### src/rtl/uart_fifo_transceiver.sv
// Full-duplex UART: TX FIFO + framed transmitter, mid-bit-sampling receiver with held output.
// Optional parity in both directions is compiled in with `define UART_PARITY_EN.
module uart_fifo_transceiver #(
   parameter int CLK_PER_BIT = 16,
   parameter int DATA_W      = 8,
   parameter int TX_DEPTH    = 4,
   parameter int STOP_BITS   = 1,
   parameter bit PARITY_ODD  = 1'b0
) (
   input  logic              clk,
   input  logic              rst,
   input  logic              tx_valid,
   input  logic [DATA_W-1:0] tx_data,
   output logic              tx_ready,
   output logic              tx_busy,
   output logic              txd,
   input  logic              rxd,
   output logic              rx_valid,
   input  logic              rx_ready,
   output logic [DATA_W-1:0] rx_data,
   output logic              rx_frame_err,
   output logic              rx_overrun,
   output logic              rx_parity_err
);

   localparam int CW = $clog2(CLK_PER_BIT);
   localparam int AW = $clog2(TX_DEPTH);
   localparam int BW = $clog2(DATA_W + 1);

   localparam logic [CW-1:0] BIT_LAST  = CW'(CLK_PER_BIT - 1);
   localparam logic [CW-1:0] HALF_LAST = CW'(CLK_PER_BIT / 2 - 1);
   localparam logic [BW-1:0] DATA_LAST = BW'(DATA_W - 1);
   localparam logic [BW-1:0] STOP_LAST = BW'(STOP_BITS - 1);
   localparam logic [AW:0]   DEPTH_CNT = (AW + 1)'(TX_DEPTH);

   typedef enum logic [2:0] {
      TX_IDLE, TX_START, TX_DATA, TX_PARITY, TX_STOP
   } tx_state_t;

   typedef enum logic [2:0] {
      RX_IDLE, RX_START, RX_DATA, RX_PARITY, RX_STOP
   } rx_state_t;

   // ---------------------------------------------------------------- TX FIFO
   logic [DATA_W-1:0] tx_mem [TX_DEPTH];
   logic [AW-1:0]     wr_ptr;
   logic [AW-1:0]     rd_ptr;
   logic [AW:0]       tx_count;
   logic [AW:0]       count_next;
   logic              tx_wr;
   logic              tx_pop;
   logic              tx_last_stop;

   assign tx_wr = tx_valid && tx_ready;

   // NOTE: every variable driven in always_comb gets a default first, so no latch is inferred.
   always_comb begin
      count_next = tx_count;
      if (tx_wr && !tx_pop)
         count_next = tx_count + 1'b1;
      else if (!tx_wr && tx_pop)
         count_next = tx_count - 1'b1;
   end

   // NOTE: sequential state uses non-blocking assignments only, so every flop sees pre-edge values.
   always_ff @(posedge clk or negedge rst) begin
      if (!rst) begin
         wr_ptr   <= '0;
         rd_ptr   <= '0;
         tx_count <= '0;
         tx_ready <= 1'b1;
      end else begin
         if (tx_wr)
            wr_ptr <= wr_ptr + 1'b1;
         if (tx_pop)
            rd_ptr <= rd_ptr + 1'b1;
         tx_count <= count_next;
         tx_ready <= (count_next != DEPTH_CNT);
      end
   end

   // NOTE: the storage array has no reset; the pointers alone decide which entries are valid.
   always_ff @(posedge clk) begin
      if (tx_wr)
         tx_mem[wr_ptr] <= tx_data;
   end

   // ---------------------------------------------------------------- TX FSM
   tx_state_t         tx_state;
   logic [DATA_W-1:0] tx_shift;
   logic [CW-1:0]     tx_cnt;
   logic [BW-1:0]     tx_bit;
`ifdef UART_PARITY_EN
   logic              tx_par;
`endif

   assign tx_last_stop = (tx_state == TX_STOP) && (tx_cnt == BIT_LAST) && (tx_bit == STOP_LAST);
   // The head is popped from IDLE or straight out of the last stop bit, giving gapless bursts.
   assign tx_pop  = (tx_count != '0) && ((tx_state == TX_IDLE) || tx_last_stop);
   assign tx_busy = (tx_count != '0) || (tx_state != TX_IDLE);

   // txd is registered from the state, so the line lags the state by one cycle throughout.
   always_ff @(posedge clk or negedge rst) begin
      if (!rst) begin
         tx_state <= TX_IDLE;
         tx_shift <= '0;
         tx_cnt   <= '0;
         tx_bit   <= '0;
         txd      <= 1'b1;
`ifdef UART_PARITY_EN
         tx_par   <= 1'b0;
`endif
      end else begin
         case (tx_state)
            TX_IDLE: begin
               txd    <= 1'b1;
               tx_cnt <= '0;
               tx_bit <= '0;
               if (tx_pop) begin
                  tx_shift <= tx_mem[rd_ptr];
`ifdef UART_PARITY_EN
                  tx_par   <= (^tx_mem[rd_ptr]) ^ PARITY_ODD;
`endif
                  tx_state <= TX_START;
               end
            end
            TX_START: begin
               txd <= 1'b0;
               if (tx_cnt == BIT_LAST) begin
                  tx_cnt   <= '0;
                  tx_state <= TX_DATA;
               end else begin
                  tx_cnt <= tx_cnt + 1'b1;
               end
            end
            TX_DATA: begin
               txd <= tx_shift[0];
               if (tx_cnt == BIT_LAST) begin
                  tx_cnt   <= '0;
                  tx_shift <= tx_shift >> 1;
                  if (tx_bit == DATA_LAST) begin
                     tx_bit   <= '0;
`ifdef UART_PARITY_EN
                     tx_state <= TX_PARITY;
`else
                     tx_state <= TX_STOP;
`endif
                  end else begin
                     tx_bit <= tx_bit + 1'b1;
                  end
               end else begin
                  tx_cnt <= tx_cnt + 1'b1;
               end
            end
`ifdef UART_PARITY_EN
            TX_PARITY: begin
               txd <= tx_par;
               if (tx_cnt == BIT_LAST) begin
                  tx_cnt   <= '0;
                  tx_state <= TX_STOP;
               end else begin
                  tx_cnt <= tx_cnt + 1'b1;
               end
            end
`endif
            TX_STOP: begin
               txd <= 1'b1;
               if (tx_cnt == BIT_LAST) begin
                  tx_cnt <= '0;
                  if (tx_bit == STOP_LAST) begin
                     tx_bit <= '0;
                     if (tx_pop) begin
                        tx_shift <= tx_mem[rd_ptr];
`ifdef UART_PARITY_EN
                        tx_par   <= (^tx_mem[rd_ptr]) ^ PARITY_ODD;
`endif
                        tx_state <= TX_START;
                     end else begin
                        tx_state <= TX_IDLE;
                     end
                  end else begin
                     tx_bit <= tx_bit + 1'b1;
                  end
               end else begin
                  tx_cnt <= tx_cnt + 1'b1;
               end
            end
            default: begin
               txd      <= 1'b1;
               tx_state <= TX_IDLE;
            end
         endcase
      end
   end

   // ---------------------------------------------------------------- RX path
   logic [1:0]        rx_sync;
   logic              rx_s;
   rx_state_t         rx_state;
   logic [CW-1:0]     rx_cnt;
   logic [BW-1:0]     rx_bit;
   logic [DATA_W-1:0] rx_shift;
   logic              rx_done;
   logic              rx_stop_ok;
`ifdef UART_PARITY_EN
   logic              rx_par_ok;
`else
   assign rx_parity_err = 1'b0;
`endif

   always_ff @(posedge clk or negedge rst) begin
      if (!rst)
         rx_sync <= 2'b11;
      else
         rx_sync <= {rx_sync[0], rxd};
   end

   assign rx_s = rx_sync[1];

   always_ff @(posedge clk or negedge rst) begin
      if (!rst) begin
         rx_state     <= RX_IDLE;
         rx_cnt       <= '0;
         rx_bit       <= '0;
         rx_shift     <= '0;
         rx_done      <= 1'b0;
         rx_stop_ok   <= 1'b1;
         rx_valid     <= 1'b0;
         rx_data      <= '0;
         rx_frame_err <= 1'b0;
         rx_overrun   <= 1'b0;
`ifdef UART_PARITY_EN
         rx_par_ok     <= 1'b1;
         rx_parity_err <= 1'b0;
`endif
      end else begin
         rx_frame_err <= 1'b0;
         rx_overrun   <= 1'b0;
         rx_done      <= 1'b0;
`ifdef UART_PARITY_EN
         rx_parity_err <= 1'b0;
`endif
         if (rx_valid && rx_ready)
            rx_valid <= 1'b0;

         // A consume on the same cycle frees the holding register, so that case loads, not overruns.
         if (rx_done) begin
            if (!rx_stop_ok)
               rx_frame_err <= 1'b1;
`ifdef UART_PARITY_EN
            else if (!rx_par_ok)
               rx_parity_err <= 1'b1;
`endif
            else if (rx_valid && !rx_ready)
               rx_overrun <= 1'b1;
            else begin
               rx_data  <= rx_shift;
               rx_valid <= 1'b1;
            end
         end

         case (rx_state)
            RX_IDLE: begin
               rx_cnt <= '0;
               rx_bit <= '0;
               if (!rx_s)
                  rx_state <= RX_START;
            end
            RX_START: begin
               if (rx_cnt == HALF_LAST) begin
                  rx_cnt   <= '0;
                  rx_state <= rx_s ? RX_IDLE : RX_DATA;
               end else begin
                  rx_cnt <= rx_cnt + 1'b1;
               end
            end
            RX_DATA: begin
               if (rx_cnt == BIT_LAST) begin
                  rx_cnt   <= '0;
                  rx_shift <= {rx_s, rx_shift[DATA_W-1:1]};
                  if (rx_bit == DATA_LAST) begin
                     rx_bit   <= '0;
`ifdef UART_PARITY_EN
                     rx_state <= RX_PARITY;
`else
                     rx_state <= RX_STOP;
`endif
                  end else begin
                     rx_bit <= rx_bit + 1'b1;
                  end
               end else begin
                  rx_cnt <= rx_cnt + 1'b1;
               end
            end
`ifdef UART_PARITY_EN
            RX_PARITY: begin
               if (rx_cnt == BIT_LAST) begin
                  rx_cnt    <= '0;
                  rx_par_ok <= ((^rx_shift) ^ rx_s) == PARITY_ODD;
                  rx_state  <= RX_STOP;
               end else begin
                  rx_cnt <= rx_cnt + 1'b1;
               end
            end
`endif
            RX_STOP: begin
               if (rx_cnt == BIT_LAST) begin
                  rx_cnt     <= '0;
                  rx_stop_ok <= rx_s;
                  rx_done    <= 1'b1;
                  rx_state   <= RX_IDLE;
               end else begin
                  rx_cnt <= rx_cnt + 1'b1;
               end
            end
            default: rx_state <= RX_IDLE;
         endcase
      end
   end

endmodule
### config.mk
export PLATFORM = sky130hd
export DESIGN_NAME = uart_fifo_transceiver
export DESIGN_NICKNAME = d
export VERILOG_FILES = /design/src/rtl/uart_fifo_transceiver.sv
export SDC_FILE = /design/constraint.sdc
export NUM_CORES = 1
export LEC_CHECK = 0
export CORE_ASPECT_RATIO = 0.7
export CORE_MARGIN = 2
export CORE_UTILIZATION = 55
export CTS_BUF_LIST = sky130_fd_sc_hd__clkbuf_8
export DETAILED_ROUTE_END_ITERATION = 6
export HOLD_SLACK_MARGIN = 0.1
export PLACE_DENSITY = 0.75
export SLEW_MARGIN = 20
export SYNTH_ARGS = -nofsm -noshare
export SYNTH_HDL_FRONTEND = slang
export SYNTH_SLANG_ARGS = --single-unit
export TNS_END_PERCENT = 50
### constraint.sdc
create_clock -name clk -period 2.9 [get_ports clk]
set_clock_uncertainty 0.15 [all_clocks]
set_input_delay 0.58 -clock clk [delete_from_list [all_inputs] [get_ports clk]]
set_output_delay 0.58 -clock clk [all_outputs]
set_load 0.005 [all_outputs]
==> results of run 1 <==
==> Yosys cell counts, drive strengths merged, types with 2 or more instances <==
cell / count / area [um2]
ha: 12 / 150.1
nor3: 4 / 20.02
xnor2: 5 / 43.79
a22o: 5 / 45.04
mux2i: 2 / 20.02
mux2: 32 / 360.4
nor2: 25 / 112.6
or2: 2 / 12.51
inv: 9 / 33.78
clkbuf: 7 / 26.28
edfxtp: 32 / 960.9
o31ai: 2 / 15.01
buf: 7 / 35.04
a22oi: 2 / 15.01
nor3b: 2 / 15.01
nand3: 7 / 35.03
o211ai: 3 / 22.52
maj3: 5 / 51.30
mux4: 8 / 180.2
nand2b: 6 / 37.54
and3: 7 / 43.79
and2: 2 / 12.51
or3: 3 / 18.77
nand3b: 2 / 15.01
nand2: 33 / 123.9
nor2b: 8 / 50.05
a31oi: 2 / 12.51
a211oi: 3 / 22.52
o21ai: 23 / 126.4
a21oi: 11 / 55.05
dfstp: 5 / 131.4
a21boi: 2 / 15.01
o31a: 2 / 17.52
dfrtp: 57 / 1426
==> power groups by stage <==
stage | logic [mW] | clock network (mW) | registers, mW
floorplan | 0.389 | 0 | 1.64
global placement | 0.495 | 0 | 1.67
detailed placement | 0.510 | 0 | 1.68
CTS | 0.513 | 0.951 | 1.65
global route | 0.584 | 1.00 | 1.67
finish | 0.508 | 0.926 | 1.65
==> routing by layer <==
| layer | global-route usage, % | vias to the layer above | wire [um] |
|---|---|---|---|
| li1 | - | 1317 | - |
| met1 | 25.54 | 1318 | 3596 |
| met2 | 29.26 | 61 | 3519 |
| met3 | 7.027 | 6 | 335 |
| met4 | 3.875 | 0 | 65 |
| met5 | 0 | - | 0 |
==> worst min path at each step <==
| stage | end | slack [ns] | depth (start not counted) |
|---|---|---|---|
| after floorplan | rd_ptr[0] | 0.13 | 0 |
| after global placement | rx_sync[1] | 0.20 | 0 |
| after detailed placement | rx_sync[1] | 0.20 | 0 |
| after CTS | rx_sync[1] | 0.21 | 0 |
| after global routing | rx_sync[1] | 0.21 | 0 |
| final | rx_sync[1] | 0.21 | 0 |
==> through the flow <==
step | area (um2) | std cells
final | 4954 | 482
after CTS | 4954 | 482
after detailed placement | 4730 | 465
after global routing | 4954 | 482
after global placement | 4730 | 465
after floorplan | 4374 | 349
==> placed cells by master, fill, tap and decap left out, types with 8 or more instances in the layout <==
master / netlist / routed
dfrtp_1: 57 / 57
mux4_2: 8 / 8
ha_1: 12 / 12
clkdlybuf4s50_1: 0 / 25
inv_1: 9 / 10
a21oi_1: 11 / 11
nand2_1: 33 / 33
nor2_1: 23 / 23
o21ai_0: 22 / 22
clkbuf_8: 0 / 9
nor2b_1: 8 / 8
edfxtp_1: 32 / 32
mux2_2: 32 / 32
==> registers in the layout, summed over array words and instances, names as in the netlist, 2 cells and up <==
name	flops
wr_ptr	2
rd_ptr	2
tx_bit	4
rx_bit	4
tx_cnt	4
rx_state	3
rx_data	8
rx_sync	2
tx_state	3
rx_shift	8
rx_cnt	4
tx_shift	8
tx_count	3
tx_mem	32
==> logic make-up after synthesis <==
kind of cell	count (synthesis)	synth area share, %
muxes	42	12.81
adders and majority gates	17	4.605
buffers and inverters	23	2.174
xor gates and xnor gates	5	1.001
other	1	0.08573
AOI/OAI and AO/OA	64	9.926
and+or+nand+nor	103	11.81
DFF	94	57.58
==> cell type report <==
type | count | area share, %
Clock buffer | 9 | 2.501
Tap cell | 101 | 2.551
Clock inverter | 7 | 1.819
Sequential cell | 94 | 50.85
Inverter | 9 | 0.6820
Timing Repair Buffer | 30 | 6.062
Multi-Input combinational cell | 232 | 35.54
==> critical path: cells and delay by family (launching register included) <==
kind / cells / cell delay [ns]
AND/OR/NAND/NOR: 3 / 0.25
adder cells (fa/ha/maj): 1 / 0.21
buffers and inverters: 2 / 0.60
flip-flops: 1 / 0.41
==> flow_metrics.py, run 1 <==
metrics = {
    "synth": {
        "synthFlopType": "dfrtp_1",
        "synth_edf_count": 32,
        "yosysSeqAreaShare_pct": 57.58,
        "syn_inst": 349,
        "syn_area_mm2": 0.004374,
        "netlist-cell-type-count": 53,
        "ys_seq_elements": 94,
        "synth_nets": 374,
        "synth.avg_cell_area_um2": 12.53,
        "synth_async_sr_flop_share_pct": 65.96,
        "yosys_warnings": 0,
    },
    "pwr": {
        "combPwrFrac_pct": 16.5,
        "power_frac_seq_pct": 53.5,
        "switchingPower_mw": 0.8331,
        "swShare_pct": 26.99,
        "intPower_mw": 2.254,
        "p_total_mw": 3.087,
        "clkPwrFrac_pct": 30.0,
        "powerDensity_mw_per_mm2": 623.2,
        "power.leakage_nw": 2.059,
        "ir_worst_vdd_mv": 0.4376,
    },
    "setup_path": {
        "endpoint_kind": "output pin",
        "worstReg2RegStart": "tx_cnt[0]",
        "crit_end": "tx_busy",
        "reg2regPathDepth": 5,
        "worstPathArrival_ns": 1.84,
        "critical_path_class": "reg2out",
        "cpMaxStageDelayCell": "clkdlybuf4s50_1",
        "regToRegSetupSlack_ns": 0.64,
        "crit_path_start": "tx_count[0]",
        "required_ns": 2.17,
        "path_max_fanout": 4,
        "worstReg2RegEnd": "tx_shift[5]",
        "cp_cell_sequence": "inv_1 -> ha_1 -> nand2b_1 -> nor2_1 -> nand2_1 -> clkdlybuf4s50_1",
        "cpPeakStageDelay_ns": 0.50,
        "start_kind": "register",
    },
    "global_route": {
        "antenna_found_initial": 0,
        "grt_pass1_vias": 2671,
        "overflow": 0,
        "grt_usage_pct": 18.78,
        "grt_pass1_wl_um": 12830,
        "grt_max_degree": 63,
    },
    "timing": {
        "grt_setup_unrepaired": "false",
        "fmax_mhz": 389.1,
        "worst_slew_pin_slew_ns": 0.6025,
        "hold_ws_ns": 0.2100,
        "setup_violations": 0,
        "layout_setup_ws_ns": 0.3301,
        "post-route-period-util_pct": 88.62,
        "hold_viol": 0,
        "slew_headroom_pct": 59.84,
        "slew_viol_final": 0,
        "tns_ns": 0,
        "fin_crit_ns": 2.570,
    },
    "floorplan": {
        "initial_core_util_pct": 56.05,
        "dieArea_mm2": 0.008694,
        "fp.dieH_um": 78.62,
        "ios": 28,
        "die_w_um": 110.6,
        "coreArea_mm2": 0.007804,
        "rows": 27,
    },
    "layout": {
        "nNetsFinal": 401,
        "seqCellArea_mm2": 0.002519,
        "nFillCells": 572,
        "antenna_cells": 0,
        "syn_to_final_growth_pct": 13.24,
        "fin_util_pct": 63.48,
        "drive_gt1_share_pct": 19.16,
        "multi_input_area_mm2": 0.001760,
    },
    "placement": {
        "routabilityCongestion": 0.8357,
        "place_hpwl_um": 5221,
        "place_ws_ns": 0.5739,
        "port_buffers": 26,
    },
    "drt": {
        "drcViolationCount": 0,
        "avgViaCountPerCell": 5.606,
        "dr.pass1.iters": 4,
        "routedWlPerCell_um": 15.60,
        "detail-route-antenna-nets": 0,
        "vias": 2702,
        "route.final.wire_length_um": 7517,
        "drt-initial-drc-count": 209,
    },
    "clock_network": {
        "worstSkewPairLatency_ns": 0.37,
        "cts.clk_slew.worst_paths_ns": 0.08,
        "cts_resized": 0,
        "postCtsSetupRepairBufs": 0,
        "numCtsBuffers": 9,
        "cts_sinks": 94,
        "postCtsHoldBufs": 1,
        "clockBufferDepth": 2,
        "cts_tree": "done",
        "cts.root.buffer_cell": "clkbuf_8",
        "ctsHtreeMaxLevel": 3,
    },
    "status": {
        "status": "completed",
    },
    "worst_hold_path": {
        "hp-start": "rx_sync[0]",
        "hp-class": "reg2reg",
    },
    "run": {
        "cap_violations": 0,
    },
}
No activity file was read; power rests on OpenSTA's default activity.
==> run 2: changes to the inputs <==
SETUP_SLACK_MARGIN = 0.15   (was default)
==> results of run 2 <==
No change in the layout: final DEF, timing and power equal those of run 1.
==> run 3: changes to the inputs <==
CTS_CLUSTER_DIAMETER = 40   (was default)
DONT_BUFFER_PORTS = 1   (was default)
PLACE_DENSITY = 0.7   (was 0.75)
==> run 3 against run 2 <==
Sequential share of layout area rose by 2.9 points. Count of clock-buffer cells in the layout rose by 1. Register-to-register slack got worse by 0.05 ns. Sequential power barely moved. Global-route usage barely moved. Critical path type is now reg2reg.
==> flow_metrics.py, run 3 (synthesis results as in run 1) <==
metrics = {
    "pwr": {
        "power.leakage_nw": 1.960,
        "combPwrFrac_pct": 16.2,
        "power_frac_seq_pct": 55.4,
        "powerDensity_mw_per_mm2": 637.5,
        "intPower_mw": 2.169,
        "switchingPower_mw": 0.8206,
        "swShare_pct": 27.45,
        "ir_worst_vdd_mv": 0.4123,
        "clkPwrFrac_pct": 28.4,
    },
    "clock_network": {
        "numCtsBuffers": 9,
        "cts.clk_slew.worst_paths_ns": 0.09,
        "clockBufferDepth": 2,
        "cts_sinks": 94,
        "cts.root.buffer_cell": "clkbuf_8",
        "worstSkewPairLatency_ns": 0.37,
        "cts_tree": "done",
        "cts_resized": 0,
        "ctsHtreeMaxLevel": 3,
    },
    "drt": {
        "vias": 2572,
        "drt-initial-drc-count": 185,
        "route.final.wire_length_um": 7388,
        "routedWlPerCell_um": 16.20,
        "detail-route-antenna-nets": 0,
        "drcViolationCount": 0,
        "dr.pass1.iters": 4,
        "avgViaCountPerCell": 5.640,
    },
    "layout": {
        "largest_reg_flops": 32,
        "nNetsFinal": 375,
        "nFillCells": 613,
        "multi_input_area_mm2": 0.001760,
        "largest-register": "tx_mem",
        "final_common_cell": "dfrtp_1",
        "syn_to_final_growth_pct": 7.208,
        "antenna_cells": 0,
        "final_cell_mix": "57 x dfrtp_1, 33 x nand2_1, 32 x mux2_2, 32 x edfxtp_1, 23 x nor2_1",
        "drive_gt1_share_pct": 19.44,
        "seqCellArea_mm2": 0.002519,
    },
    "setup_path": {
        "path_max_fanout": 12,
        "worstReg2RegStart": "tx_cnt[0]",
        "endpoint_kind": "register",
        "start_kind": "register",
        "regToRegSetupSlack_ns": 0.59,
        "worstReg2RegEnd": "tx_shift[0]",
        "worstPathArrival_ns": 2.41,
        "reg2regPathDepth": 5,
        "critical_path_class": "reg2reg",
        "required_ns": 3.00,
    },
    "global_route": {
        "antenna_found_initial": 0,
        "top_usage_layer": "met2",
        "grt_pass1_vias": 2537,
        "use_met2_pct": 27.48,
        "grt_max_degree": 63,
        "grt_usage_pct": 18.82,
        "grt_pass1_wl_um": 12720,
        "met1_usage_pct": 26.80,
        "grt.met3_usage_pct": 6.564,
        "overflow": 0,
    },
    "floorplan": {
        "initial_core_util_pct": 56.05,
        "coreArea_mm2": 0.007804,
        "fp.dieH_um": 78.62,
        "ios": 28,
        "dieArea_mm2": 0.008694,
        "rows": 27,
        "die_w_um": 110.6,
    },
    "timing": {
        "hold_viol": 0,
        "grt_setup_unrepaired": "false",
        "fmax_mhz": 433.1,
        "setup_violations": 0,
        "fin_crit_ns": 2.309,
        "tns_ns": 0,
        "post-route-period-util_pct": 79.62,
        "slew_viol_final": 0,
        "slew_headroom_pct": 54.01,
        "worst_slew_pin_slew_ns": 0.6885,
        "layout_setup_ws_ns": 0.5911,
    },
    "placement": {
        "port_buffers": 0,
        "place_ws_ns": 0.5996,
        "routabilityCongestion": 0.7886,
        "place_hpwl_um": 5044,
    },
    "status": {
        "status": "completed",
    },
    "worst_hold_path": {
        "min_path_cells": 0,
        "hold_path_end": "tx_mem[1][1]",
        "hp-class": "in2reg",
        "hp-start": "tx_data[1]",
    },
    "run": {
        "cap_violations": 0,
    },
}
[run 3: final cells by class]
type	count	share of cell area, %
well taps	101	2.695
inverters	9	0.7204
clock buffers	10	2.935
clock inverters	6	1.227
repair buffers	4	1.174
multi-input cells	232	37.54
flip-flops and latches	94	53.71
[run 3: timing repair]
action | 4_1_cts | 5_1_grt
endpoints found under the hold margin | 63 | 0
hold buffers | 3 | 0
setup buffers | 0 | 0
[run 3: worst max-delay path by stage]
stage               cells past startpoint           to  slack [ns]         from
global placement                        5  tx_shift[1]        0.71  tx_state[1]
global route                            6     tx_ready        0.47    tx_cnt[0]
CTS                                     5  tx_shift[0]        0.59    tx_cnt[0]
floorplan                               6  tx_shift[0]        0.79    tx_bit[0]
detailed placement                      5  tx_shift[0]        0.60    tx_cnt[0]
finish                                  5  tx_shift[0]        0.59    tx_cnt[0]
[run 3: routing by layer]
metal | vias to the layer above | wire (um)
met5 | - | 0
met4 | 0 | 70
met3 | 9 | 300
met2 | 32 | 3289
met1 | 1273 | 3728
li1 | 1258 | -
[run 3: stage by stage]
step	util (%)	hold WS [ns]	cells	power, mW	cell area [um2]
2_1_floorplan	-	0.1344	349	2.025	4374
3_3_place_gp	56.98	0.1365	437	2.124	4447
3_5_place_dp	56.98	0.1359	437	2.144	4447
4_1_cts	60.09	0.1421	456	3.021	4690
5_1_grt	60.09	0.1279	456	3.174	4690
6_report	60.09	0.1506	456	2.990	4690
[run 3: power groups by stage]
stage	Sequential, mW	Clock [mW]	Combinational, mW
after global routing	1.68	0.931	0.567
after detailed placement	1.68	0	0.463
after CTS	1.65	0.877	0.489
after global placement	1.67	0	0.452
final	1.66	0.850	0.484
after floorplan	1.64	0	0.389
[run 3: worst max-delay path: stages, from the launching register on]
cell     delay (ns)
dfrtp_1        0.38
ha_1           0.24
nand3_1        0.42
o32a_4         0.51
nor2_8         0.15
mux2_2         0.35
